## src/rtl/proc_control_fsm_pkg.sv

```systemverilog
// Shared definitions for the simple-processor control unit: opcodes,
// FSM state encoding and shared-bus source select codes.
package proc_ctrl_pkg;

    // Control step of the current instruction
    typedef enum logic [2:0] {
        T0 = 3'd0,
        T1 = 3'd1,
        T2 = 3'd2,
        T3 = 3'd3,
        T4 = 3'd4,
        T5 = 3'd5
    } state_t;

    // Opcode field IR[15:13]
    localparam logic [2:0] OP_MV   = 3'b000;
    localparam logic [2:0] OP_MVI  = 3'b001;
    localparam logic [2:0] OP_ADD  = 3'b010;
    localparam logic [2:0] OP_SUB  = 3'b011;
    localparam logic [2:0] OP_LD   = 3'b100;
    localparam logic [2:0] OP_ST   = 3'b101;
    localparam logic [2:0] OP_MVNZ = 3'b110;
    localparam logic [2:0] OP_RSV  = 3'b111;

    // Shared-bus source codes beyond the register file
    localparam logic [3:0] SEL_PC  = 4'd7;
    localparam logic [3:0] SEL_G   = 4'd8;
    localparam logic [3:0] SEL_DIN = 4'd9;

    // Bus select code for a general register R0..R7
    function automatic logic [3:0] reg_sel(input logic [2:0] r);
        return {1'b0, r};
    endfunction

endpackage

```

## src/rtl/proc_control_fsm_if.sv

```systemverilog
// Control-unit <-> datapath signal bundle. The control FSM uses the
// master modport; the datapath (or a testbench) uses the slave modport.
interface proc_control_fsm_if #(
    parameter int IW   = 16,
    parameter int NREG = 8
);
    logic            Run;
    logic [IW-1:0]   IR;
    logic            Gnz;
    logic            IRin;
    logic [NREG-1:0] Rin;
    logic            Ain;
    logic            Gin;
    logic            AddSub;
    logic [3:0]      BusSel;
    logic            ADDRin;
    logic            DOUTin;
    logic            W_D;
    logic            IncrPc;
    logic            Done;

    modport master (
        input  Run, IR, Gnz,
        output IRin, Rin, Ain, Gin, AddSub, BusSel,
               ADDRin, DOUTin, W_D, IncrPc, Done
    );

    modport slave (
        output Run, IR, Gnz,
        input  IRin, Rin, Ain, Gin, AddSub, BusSel,
               ADDRin, DOUTin, W_D, IncrPc, Done
    );
endinterface

```

## src/rtl/proc_control_fsm_reg_sel_dec.sv

```systemverilog
// 3-to-NREG one-hot decoder turning a register field into load enables.
module reg_sel_dec #(
    parameter int NREG = 8
) (
    input  logic [2:0]      sel,
    input  logic            en,
    output logic [NREG-1:0] onehot
);
    // Assert exactly one enable bit when enabled and the index exists
    always_comb begin
        onehot = '0;
        if (en && (int'(sel) < NREG)) begin
            onehot[sel] = 1'b1;
        end
    end
endmodule

```

## src/rtl/proc_control_fsm.sv

```systemverilog
// Multi-cycle control FSM for the 16-bit simple processor.
// Fetches (T0-T2) then sequences datapath enables per opcode (T3-T5).
// Optional feature: define CTRL_MVNZ_EN to make opcode 110 a
// conditional move on Gnz; otherwise 110 behaves as a NOP.
module proc_control_fsm
    import proc_ctrl_pkg::*;
#(
    parameter int IW   = 16,
    parameter int NREG = 8
) (
    input  logic                 Clock,
    input  logic                 Resetn,
    proc_control_fsm_if.master   ctrl
);

    state_t     state;
    state_t     state_next;

    logic [2:0] opcode;
    logic [2:0] rx;
    logic [2:0] ry;

    logic       irin;
    logic       rin_en;
    logic       ain;
    logic       gin;
    logic       addsub;
    logic [3:0] bussel;
    logic       addrin;
    logic       doutin;
    logic       w_d;
    logic       incr_pc;
    logic       done;

    logic [NREG-1:0] rin_onehot;

    assign opcode = ctrl.IR[IW-1  -: 3];
    assign rx     = ctrl.IR[IW-4  -: 3];
    assign ry     = ctrl.IR[IW-7  -: 3];

    // State register; reset abandons any in-flight instruction
    always_ff @(posedge Clock or negedge Resetn) begin
        if (!Resetn) begin
            state <= T0;
        end else begin
            state <= state_next;
        end
    end

    // Next-state: fetch is fixed, execute length depends on opcode
    always_comb begin
        state_next = T0;
        case (state)
            T0: state_next = ctrl.Run ? T1 : T0;
            T1: state_next = T2;
            T2: state_next = T3;
            T3: begin
                case (opcode)
                    OP_MVI, OP_ADD, OP_SUB, OP_LD, OP_ST: state_next = T4;
                    default:                              state_next = T0;
                endcase
            end
            T4: state_next = (opcode == OP_ST) ? T0 : T5;
            T5: state_next = T0;
            default: state_next = T0;
        endcase
    end

    // Output decode from state and IR; everything held low during reset
    always_comb begin
        irin    = 1'b0;
        rin_en  = 1'b0;
        ain     = 1'b0;
        gin     = 1'b0;
        addsub  = 1'b0;
        bussel  = 4'd0;
        addrin  = 1'b0;
        doutin  = 1'b0;
        w_d     = 1'b0;
        incr_pc = 1'b0;
        done    = 1'b0;
        if (Resetn) begin
            case (state)
                T0: begin
                    if (ctrl.Run) begin
                        bussel  = SEL_PC;
                        addrin  = 1'b1;
                        incr_pc = 1'b1;
                    end
                end
                T1: begin
                    // memory wait state
                end
                T2: irin = 1'b1;
                T3: begin
                    case (opcode)
                        OP_MV: begin
                            bussel = reg_sel(ry);
                            rin_en = 1'b1;
                            done   = 1'b1;
                        end
                        OP_MVI: begin
                            bussel  = SEL_PC;
                            addrin  = 1'b1;
                            incr_pc = 1'b1;
                        end
                        OP_ADD, OP_SUB: begin
                            bussel = reg_sel(rx);
                            ain    = 1'b1;
                        end
                        OP_LD, OP_ST: begin
                            bussel = reg_sel(ry);
                            addrin = 1'b1;
                        end
`ifdef CTRL_MVNZ_EN
                        OP_MVNZ: begin
                            done = 1'b1;
                            if (ctrl.Gnz) begin
                                bussel = reg_sel(ry);
                                rin_en = 1'b1;
                            end
                        end
`endif
                        default: done = 1'b1;
                    endcase
                end
                T4: begin
                    case (opcode)
                        OP_ADD, OP_SUB: begin
                            bussel = reg_sel(ry);
                            gin    = 1'b1;
                            addsub = opcode[0];
                        end
                        OP_ST: begin
                            bussel = reg_sel(rx);
                            doutin = 1'b1;
                            w_d    = 1'b1;
                            done   = 1'b1;
                        end
                        default: begin
                            // mvi/ld wait for memory
                        end
                    endcase
                end
                T5: begin
                    case (opcode)
                        OP_ADD, OP_SUB: begin
                            bussel = SEL_G;
                            rin_en = 1'b1;
                            done   = 1'b1;
                        end
                        OP_MVI, OP_LD: begin
                            bussel = SEL_DIN;
                            rin_en = 1'b1;
                            done   = 1'b1;
                        end
                        default: begin
                        end
                    endcase
                end
                default: begin
                end
            endcase
        end
    end

    reg_sel_dec #(
        .NREG (NREG)
    ) u_reg_sel_dec (
        .sel    (rx),
        .en     (rin_en),
        .onehot (rin_onehot)
    );

    assign ctrl.IRin   = irin;
    assign ctrl.Rin    = rin_onehot;
    assign ctrl.Ain    = ain;
    assign ctrl.Gin    = gin;
    assign ctrl.AddSub = addsub;
    assign ctrl.BusSel = bussel;
    assign ctrl.ADDRin = addrin;
    assign ctrl.DOUTin = doutin;
    assign ctrl.W_D    = w_d;
    assign ctrl.IncrPc = incr_pc;
    assign ctrl.Done   = done;

endmodule

```

## src/flat_wrapper.sv

```systemverilog
// flat-port wrapper written by rule: the top's interface ports become plain ports
module proc_control_fsm_flat import proc_ctrl_pkg::*;
#(
    parameter int IW   = 16,
    parameter int NREG = 8
)
  (Clock, Resetn, ctrl_Run, ctrl_IR, ctrl_Gnz, ctrl_IRin, ctrl_Rin, ctrl_Ain, ctrl_Gin, ctrl_AddSub, ctrl_BusSel, ctrl_ADDRin, ctrl_DOUTin, ctrl_W_D, ctrl_IncrPc, ctrl_Done);
  proc_control_fsm_if #(.IW(IW), .NREG(NREG)) ctrl_i ();
  input  logic Clock;
  input  logic Resetn;
  input wire logic [$bits(ctrl_i.Run)-1:0] ctrl_Run;
  input wire logic [$bits(ctrl_i.IR)-1:0] ctrl_IR;
  input wire logic [$bits(ctrl_i.Gnz)-1:0] ctrl_Gnz;
  output wire logic [$bits(ctrl_i.IRin)-1:0] ctrl_IRin;
  output wire logic [$bits(ctrl_i.Rin)-1:0] ctrl_Rin;
  output wire logic [$bits(ctrl_i.Ain)-1:0] ctrl_Ain;
  output wire logic [$bits(ctrl_i.Gin)-1:0] ctrl_Gin;
  output wire logic [$bits(ctrl_i.AddSub)-1:0] ctrl_AddSub;
  output wire logic [$bits(ctrl_i.BusSel)-1:0] ctrl_BusSel;
  output wire logic [$bits(ctrl_i.ADDRin)-1:0] ctrl_ADDRin;
  output wire logic [$bits(ctrl_i.DOUTin)-1:0] ctrl_DOUTin;
  output wire logic [$bits(ctrl_i.W_D)-1:0] ctrl_W_D;
  output wire logic [$bits(ctrl_i.IncrPc)-1:0] ctrl_IncrPc;
  output wire logic [$bits(ctrl_i.Done)-1:0] ctrl_Done;
  assign ctrl_i.Run = ctrl_Run;
  assign ctrl_i.IR = ctrl_IR;
  assign ctrl_i.Gnz = ctrl_Gnz;
  assign ctrl_IRin = ctrl_i.IRin;
  assign ctrl_Rin = ctrl_i.Rin;
  assign ctrl_Ain = ctrl_i.Ain;
  assign ctrl_Gin = ctrl_i.Gin;
  assign ctrl_AddSub = ctrl_i.AddSub;
  assign ctrl_BusSel = ctrl_i.BusSel;
  assign ctrl_ADDRin = ctrl_i.ADDRin;
  assign ctrl_DOUTin = ctrl_i.DOUTin;
  assign ctrl_W_D = ctrl_i.W_D;
  assign ctrl_IncrPc = ctrl_i.IncrPc;
  assign ctrl_Done = ctrl_i.Done;
  proc_control_fsm #(.IW(IW), .NREG(NREG)) u_core (.Clock(Clock), .Resetn(Resetn), .ctrl(ctrl_i));
endmodule
```

## config.mk

```make
export PLATFORM = sky130hd
export DESIGN_NAME = proc_control_fsm_flat
export DESIGN_NICKNAME = d
export VERILOG_FILES = /design/src/rtl/proc_control_fsm_pkg.sv /design/src/rtl/proc_control_fsm_if.sv /design/src/rtl/proc_control_fsm_reg_sel_dec.sv /design/src/rtl/proc_control_fsm.sv /design/src/flat_wrapper.sv
export SDC_FILE = /design/constraint.sdc
export NUM_CORES = 1
export LEC_CHECK = 0
export BUFFER_PORTS_ARGS = -buffer_cell sky130_fd_sc_hd__buf_2
export CORE_MARGIN = 2
export CORE_UTILIZATION = 37
export CTS_CLUSTER_SIZE = 30
export DETAILED_ROUTE_END_ITERATION = 6
export GPL_TIMING_DRIVEN = 0
export PLACE_DENSITY = 0.85
export SETUP_SLACK_MARGIN = 0.05
export SYNTH_ARGS = -nofsm -noshare
export SYNTH_HDL_FRONTEND = slang
export SYNTH_HIERARCHICAL = 1
export SYNTH_SLANG_ARGS = --single-unit
```

## constraint.sdc

```tcl
create_clock -name Clock -period 1.62 [get_ports Clock]
set_clock_uncertainty 0.05 [all_clocks]
set_input_delay 0.324 -clock Clock [delete_from_list [all_inputs] [get_ports Clock]]
set_output_delay 0.324 -clock Clock [all_outputs]
set_load 0.01 [all_outputs]
```

==> results of run 1 <==
## metal layers
layer | wire [um] | part of all wire [%]
met4 | 141 | 5.4
met3 | 223 | 8.5
met2 | 1230 | 47
met5 | 0 | 0
met1 | 1030 | 39
## where the power goes
group | internal, mW | switching, mW
clock network | 0.0925 | 0.0409
logic | 0.440 | 0.462
registers | 0.115 | 0.0652
total | 0.647 | 0.568
## synthesized netlist by cell type, drive strengths merged (2+ instances only)
cell     n
nand2   10
nor2    10
nand3    9
buf      5
and4bb   4
o21ai    4
a21oi    3
and4b    3
dfrtp    3
nand2b   3
nand4b   3
a21o     2
and2b    2
and3     2
clkbuf   2
inv      2
nand3b   2
nor3     2
nor3b    2
o211ai   2
xnor2    2
## area by class of cell
type                    count  area, um^2  area share [%]
plain buffers               7        72.6            6.44
clock buffers               4        26.3            2.33
inverters                   2        7.51           0.667
multi-input cells          77         643            57.1
flip-flops and latches      3        78.8            7.00
well taps                  17        21.3            1.89
repair buffers             43         277            24.6
## what timing repair did
item	4_1_cts	5_1_grt
pin swaps	8	14
setup endpoints to repair	21	21
hold endpoints to repair	3	0
resized for setup	19	20
hold buffers	1	0
setup buffers	4	7
## cells by family after synthesis
logic type,synth area share [%]
flip-flops,11.7
buffers and inverters,7.63
XOR/XNOR,4.11
multiplexers,1.57
AO/OA/AOI/OAI,17.8
AND/OR/NAND/NOR,57.1
## worst register-to-register path: cells and delay by family, from the launching register on
kind / cells / cell delay [ns]
and+or+nand+nor: 2 / 0.49
DFF: 1 / 0.46
AOI/OAI and AO/OA: 1 / 0.08
buffers and inverters: 1 / 0.19
## metrics by stage
stage / instance area, um^2 / worst slack, ns
floorplan: 683 / 0.00564
global placement: 860 / -0.262
detailed placement: 860 / -0.337
CTS: 1010 / -0.356
global route: 1130 / -0.494
finish: 1130 / -0.489
## worst min path at each step
stage / startpoint / end / slack, ns / cells after the start
detailed placement: Resetn / u_core/state[0] / 0.14 / 1
floorplan: Resetn / u_core/state[0] / -0.02 / 0
CTS: ctrl_Run / u_core/state[0] / 0.36 / 3
global route: ctrl_Run / u_core/state[0] / 0.39 / 3
finish: ctrl_Run / u_core/state[0] / 0.37 / 3
global placement: Resetn / u_core/state[1] / 0.13 / 1
==> summary.txt, run 1 <==
CTS
  • Clock slew at reported path FFs: 0.04 ns
  • Total CTS buffers: 3
  • Clk sinks: 3
  • CTS tree: yes
  • CTS root buf: clkbuf_4
  • H-tree levels: 1
  • Clock network latency to the later pin of the worst-skew pair: 0.23 ns
  • Longest Clk Path Bufs: 2

Setup path
  • R2R Path Start: u_core/state[1]
  • CP endpoint: ctrl_BusSel[0]
  • CP arrival: 1.74 ns
  • R2r endpoint: u_core/state[2]
  • Crit-path cells: nor3b_4, a32oi_1, o2111ai_1, a21o_1, buf_2
  • Critical Path Stages: 5
  • Crit path max fanout: 6
  • CP top delay family: compound AO/OA/AOI/OAI gates
  • CP Capture Type: output pin
  • CP Launch Point: u_core/state[1]
  • CP Launch Type: flop
  • CP Class: reg2out
  • Number of buffers and inverters on the critical path: 1
  • Worst reg-to-reg path cell count: 4
  • Crit-path slowest cell: dfrtp_2
  • Critical Path Max Stage Delay: 0.46 ns
  • Register-to-register setup slack: 0.26 ns
  • Critical path required time: 1.25 ns

GRT
  • M3 GR Usage: 2.78%
  • First-pass GRT wire length: 3430 um
  • Most Crowded Layer GR: met2
  • GRT met2 Usage: 35.5%
  • Grt ovf: 0
  • Largest net degree at the start of global routing: 11
  • Met1 usage: 30.0%
  • Gr usage total: 23.8%
  • Vias in the first global route: 763
  • Initial antenna violation count: 0

Layout
  • Nets: 157
  • Top flop regs: u_core/state (3)
  • Post-layout util: 67.4%
  • Largest Register: u_core/state
  • Commonest non-fill, non-tap cell in the layout: buf_2
  • Layout overhead on the synthesized area: 76.1%
  • Final cell count without fillers: 153
  • Largest register FFs: 3
  • ANT cells: 0
  • Fill count: 129
  • Share of cells above drive strength 1: 60.3%
  • Commonest cells after routing, fill and taps aside: buf_2, buf_4, nand3_1

Logic synthesis
  • Synthesized net count: 109
  • Async SR Flop Fraction: 100%
  • Post-synth top area share: 11.7%
  • Post-synthesis sequential area ratio: 11.7%
  • Leading post-synthesis cells by cell area: dfrtp_1, nand3_1, and4bb_1
  • Yosys reg bits: 3
  • Synth cell types: 40
  • Cells after Synth: 89
  • Avg Synthesized Cell Area: 7.18 um^2
  • Post-synth top area cell: dfrtp_1
  • Primary FF master, synth: dfrtp_1
  • Post-synth EDFFs: 0
  • YS warnings: 6
  • Synth Cell Area: 639 um^2

Floorplan
  • Die area: 2080 um^2
  • Top Ports: 41
  • Core Footprint: 1670 um^2
  • Die Height: 45.6 um
  • Std cell rows: 15
  • Initial core utilization: 38.3%
  • Die X: 45.6 um

Detailed routing
  • Post-DR vias/cell: 6.23
  • Remaining DRCs: 0
  • Total wire length: 2630 um
  • DRT iter0 DRCs: 40
  • WL/cell: 17.2 um
  • Pre-Repair DR Iteration Count: 4
  • Antenna Violating Nets Remaining: 0
  • Vias: 953

Place
  • Post-DP HPWL: 1450 um
  • Buffers on Ports: 31
  • Dpl cells: 137
  • RePlAce Congestion: 0.896

STA
  • Final setup fails: 21
  • Slew Limit Fails: 0
  • Minimum clock period: 2.11 ns
  • Actual slew at the worst max-slew pin: 0.468 ns
  • Setup_tns: -6.91 ns
  • Tcrit/Tclk final: 130%
  • Slew margin rel.: 68.8%
  • Final hold vios: 0
  • Fmax: 0.474 GHz
  • Fin worst setup slack: -0.489 ns
  • Fin Hold WS: 0.372 ns
  • RSZ-0062 raised after global routing: true

Pwr
  • Cell area power density: 1080 nW/um^2
  • PnR Total Power: 1.22 mW
  • Max VDD drop: 0.946 mV
  • Leakage power: 0.553 nW

Run
  • Max-Cap Viols: 0

Status
  • Status: finished with violations
  • Failing checks: setup timing

Worst hold path
  • Worst min path class: in2reg
Power figures use the tool's default switching activity.
==> run 2, diff against run 1 <==
CORE_UTILIZATION = 45   (was 37)
PLACE_DENSITY = 0.95   (was 0.85)
clock period = 2.47 ns   (was 1.62 ns; I/O delays follow)
==> run 2 against run 1 <==
Compared with the run above: the flow now finishes without violations; die area down 16%; design area is 24% lower; flip-flop and latch count unchanged; worst hold slack lost 0.30 ns; total power shrank 55%; global-route usage is 3.1 points lower; critical path type is now in2out.
==> summary.txt, run 2 (synthesis gave the netlist of run 1 again) <==
Status
  • Status: finished, final reports clean

Setup path
  • Worst reg-to-reg path cell count: 3 (-1)
  • CP arrival: 1.79 ns (+0.05 ns)
  • Crit-path slowest cell: a21oi_4
  • CP Launch Point: ctrl_IR[13]
  • Critical Path Max Stage Delay: 0.22 ns (-0.24 ns)
  • Most frequent cell on the critical path: buf_2
  • CP Launch Type: input pin
  • CP Class: in2out
  • Crit-path cells: buf_2, nor2_1, xnor2_1, nand2_1, a21oi_4, nor4b_2, buf_2
  • R2R Path Start: u_core/state[1]
  • Register-to-register setup slack: 1.24 ns (+0.98 ns)
  • Critical path required time: 1.93 ns (+0.68 ns)
  • CP Capture Type: output pin
  • Crit path max fanout: 8 (+2)
  • R2r endpoint: u_core/state[2]

STA
  • Tcrit/Tclk final: 94.6%
  • Fmax: 0.428 GHz
  • Fin Hold WS: 0.0689 ns (-0.303 ns)
  • Final setup fails: 0 (-100%)
  • Final hold vios: 0 (unchanged)
  • Setup_tns: 0 ns (+6.91 ns)
  • Minimum clock period: 2.34 ns
  • Slew Limit Fails: 0 (unchanged)
  • RSZ-0062 raised after global routing: false
  • Slew margin rel.: 70.8% (+2.0 points)
  • Fin worst setup slack: 0.134 ns (+0.623 ns)
  • Actual slew at the worst max-slew pin: 0.436 ns (-0.0322 ns)

Place
  • RePlAce Congestion: 0.922 (+2.9%)
  • Dpl ws: 0.0558 ns (+0.393 ns)
  • Buffers on Ports: 31 (unchanged)
  • Dpl cells: 135 (-1.5%)
  • Post-DP HPWL: 1390 um (-4.6%)

GRT
  • First-pass GRT wire length: 2950 um (-14%)
  • Initial antenna violation count: 0 (unchanged)
  • Grt ovf: 0 (unchanged)
  • Gr usage total: 20.6% (-3.1 points)
  • Largest net degree at the start of global routing: 13 (+2)
  • Vias in the first global route: 713 (-6.6%)

Layout
  • ANT cells: 0 (unchanged)
  • Layout overhead on the synthesized area: 33.1%
  • Share of cells above drive strength 1: 40.3% (-20 points)
  • Final cell count without fillers: 139 (-9.2%)
  • Largest Register: u_core/state
  • Largest register FFs: 3 (unchanged)
  • Top flop regs: u_core/state (3)
  • Nets: 145 (-7.6%)
  • Commonest non-fill, non-tap cell in the layout: buf_2
  • Commonest cells after routing, fill and taps aside: buf_2, nand2_1, nor2_1

CTS
  • CTS root buf: clkbuf_4
  • H-tree levels: 1 (unchanged)
  • CTS tree: yes
  • Clock network latency to the later pin of the worst-skew pair: 0.23 ns (about the same)
  • Post-CTS setup buffer count: 0 (-4)
  • Clock slew at reported path FFs: 0.04 ns (about the same)
  • Clk sinks: 3 (unchanged)
  • Total CTS buffers: 3 (unchanged)
  • Longest Clk Path Bufs: 2 (unchanged)
  • Hold-fix buffers, CTS: 0 (-1)

Pwr
  • Cell area power density: 647 nW/um^2 (-40%)
  • Leakage power: 0.441 nW (-20%)
  • Max VDD drop: 0.603 mV (-36%)
  • PnR Total Power: 0.550 mW (-55%)

Detailed routing
  • Vias: 858 (-10%)
  • Pre-Repair DR Iteration Count: 5 (+1)
  • Antenna Violating Nets Remaining: 0 (unchanged)
  • Remaining DRCs: 0 (unchanged)
  • Post-DR vias/cell: 6.17 (-0.90%)
  • DRT iter0 DRCs: 33 (-18%)
  • WL/cell: 13.9 um (-19%)
  • Total wire length: 1940 um (-26%)

Floorplan
  • Core Footprint: 1320 um^2 (-21%)
  • Die area: 1740 um^2 (-16%)
  • Die X: 41.7 um (-8.5%)
  • Initial core utilization: 48.5% (+10 points)
  • Die Height: 41.7 um (-8.5%)
  • Top Ports: 41 (unchanged)
  • Std cell rows: 13 (-2)

Worst hold path
  • Worst min path class: in2async

Run
  • Max-Cap Viols: 0 (unchanged)
[run 2: repair_timing]
action	4_1_cts	5_1_grt
endpoints found under the setup margin	0	8
hold endpoints to repair	0	0
resized for setup	0	2
[run 2: layout make-up]
class | count | area (um^2)
clock buffer | 4 | 26.3
sequential | 3 | 75.1
fill | 105 | 467
timing repair buffer | 31 | 155
buffer | 7 | 41.3
multi-input combinational | 77 | 527
tap | 15 | 18.8
inverter | 2 | 7.51
[run 2: metrics by stage]
stage,utilization [%],cell area [um^2]
floorplan,-,639
global placement,61.7,813
detailed placement,61.7,813
CTS,63.7,840
global route,64.6,851
finish,64.6,851
[run 2: per-layer routing]
layer  vias up  global-route usage (%)  routed length (um)
met5         -                       0                   0
met4         0                    5.81                  21
met3         8                    2.17                 158
met2        62                    36.9                 919
met1       385                    25.9                 839
li1        403                       -                   -
[run 2: critical path: cells and delay by family]
family          cells  cell delay [ns]
compound gates      1             0.22
xor+xnor            1             0.19
simple gates        3             0.57
buf+inv             2             0.31
[run 2: how the worst max path moves through the flow]
stage	slack, ns	end
6_report	0.13	ctrl_Rin[0]
5_1_grt	0.05	ctrl_Rin[0]
4_1_cts	0.05	ctrl_Rin[0]
3_5_place_dp	0.06	ctrl_Rin[0]
3_3_place_gp	0.15	ctrl_Rin[0]
2_1_floorplan	0.30	ctrl_Rin[0]
[run 2: power by group]
part / internal, mW / switching, mW
logic: 0.156 / 0.213
registers: 0.0713 / 0.0247
clock network: 0.0604 / 0.0241
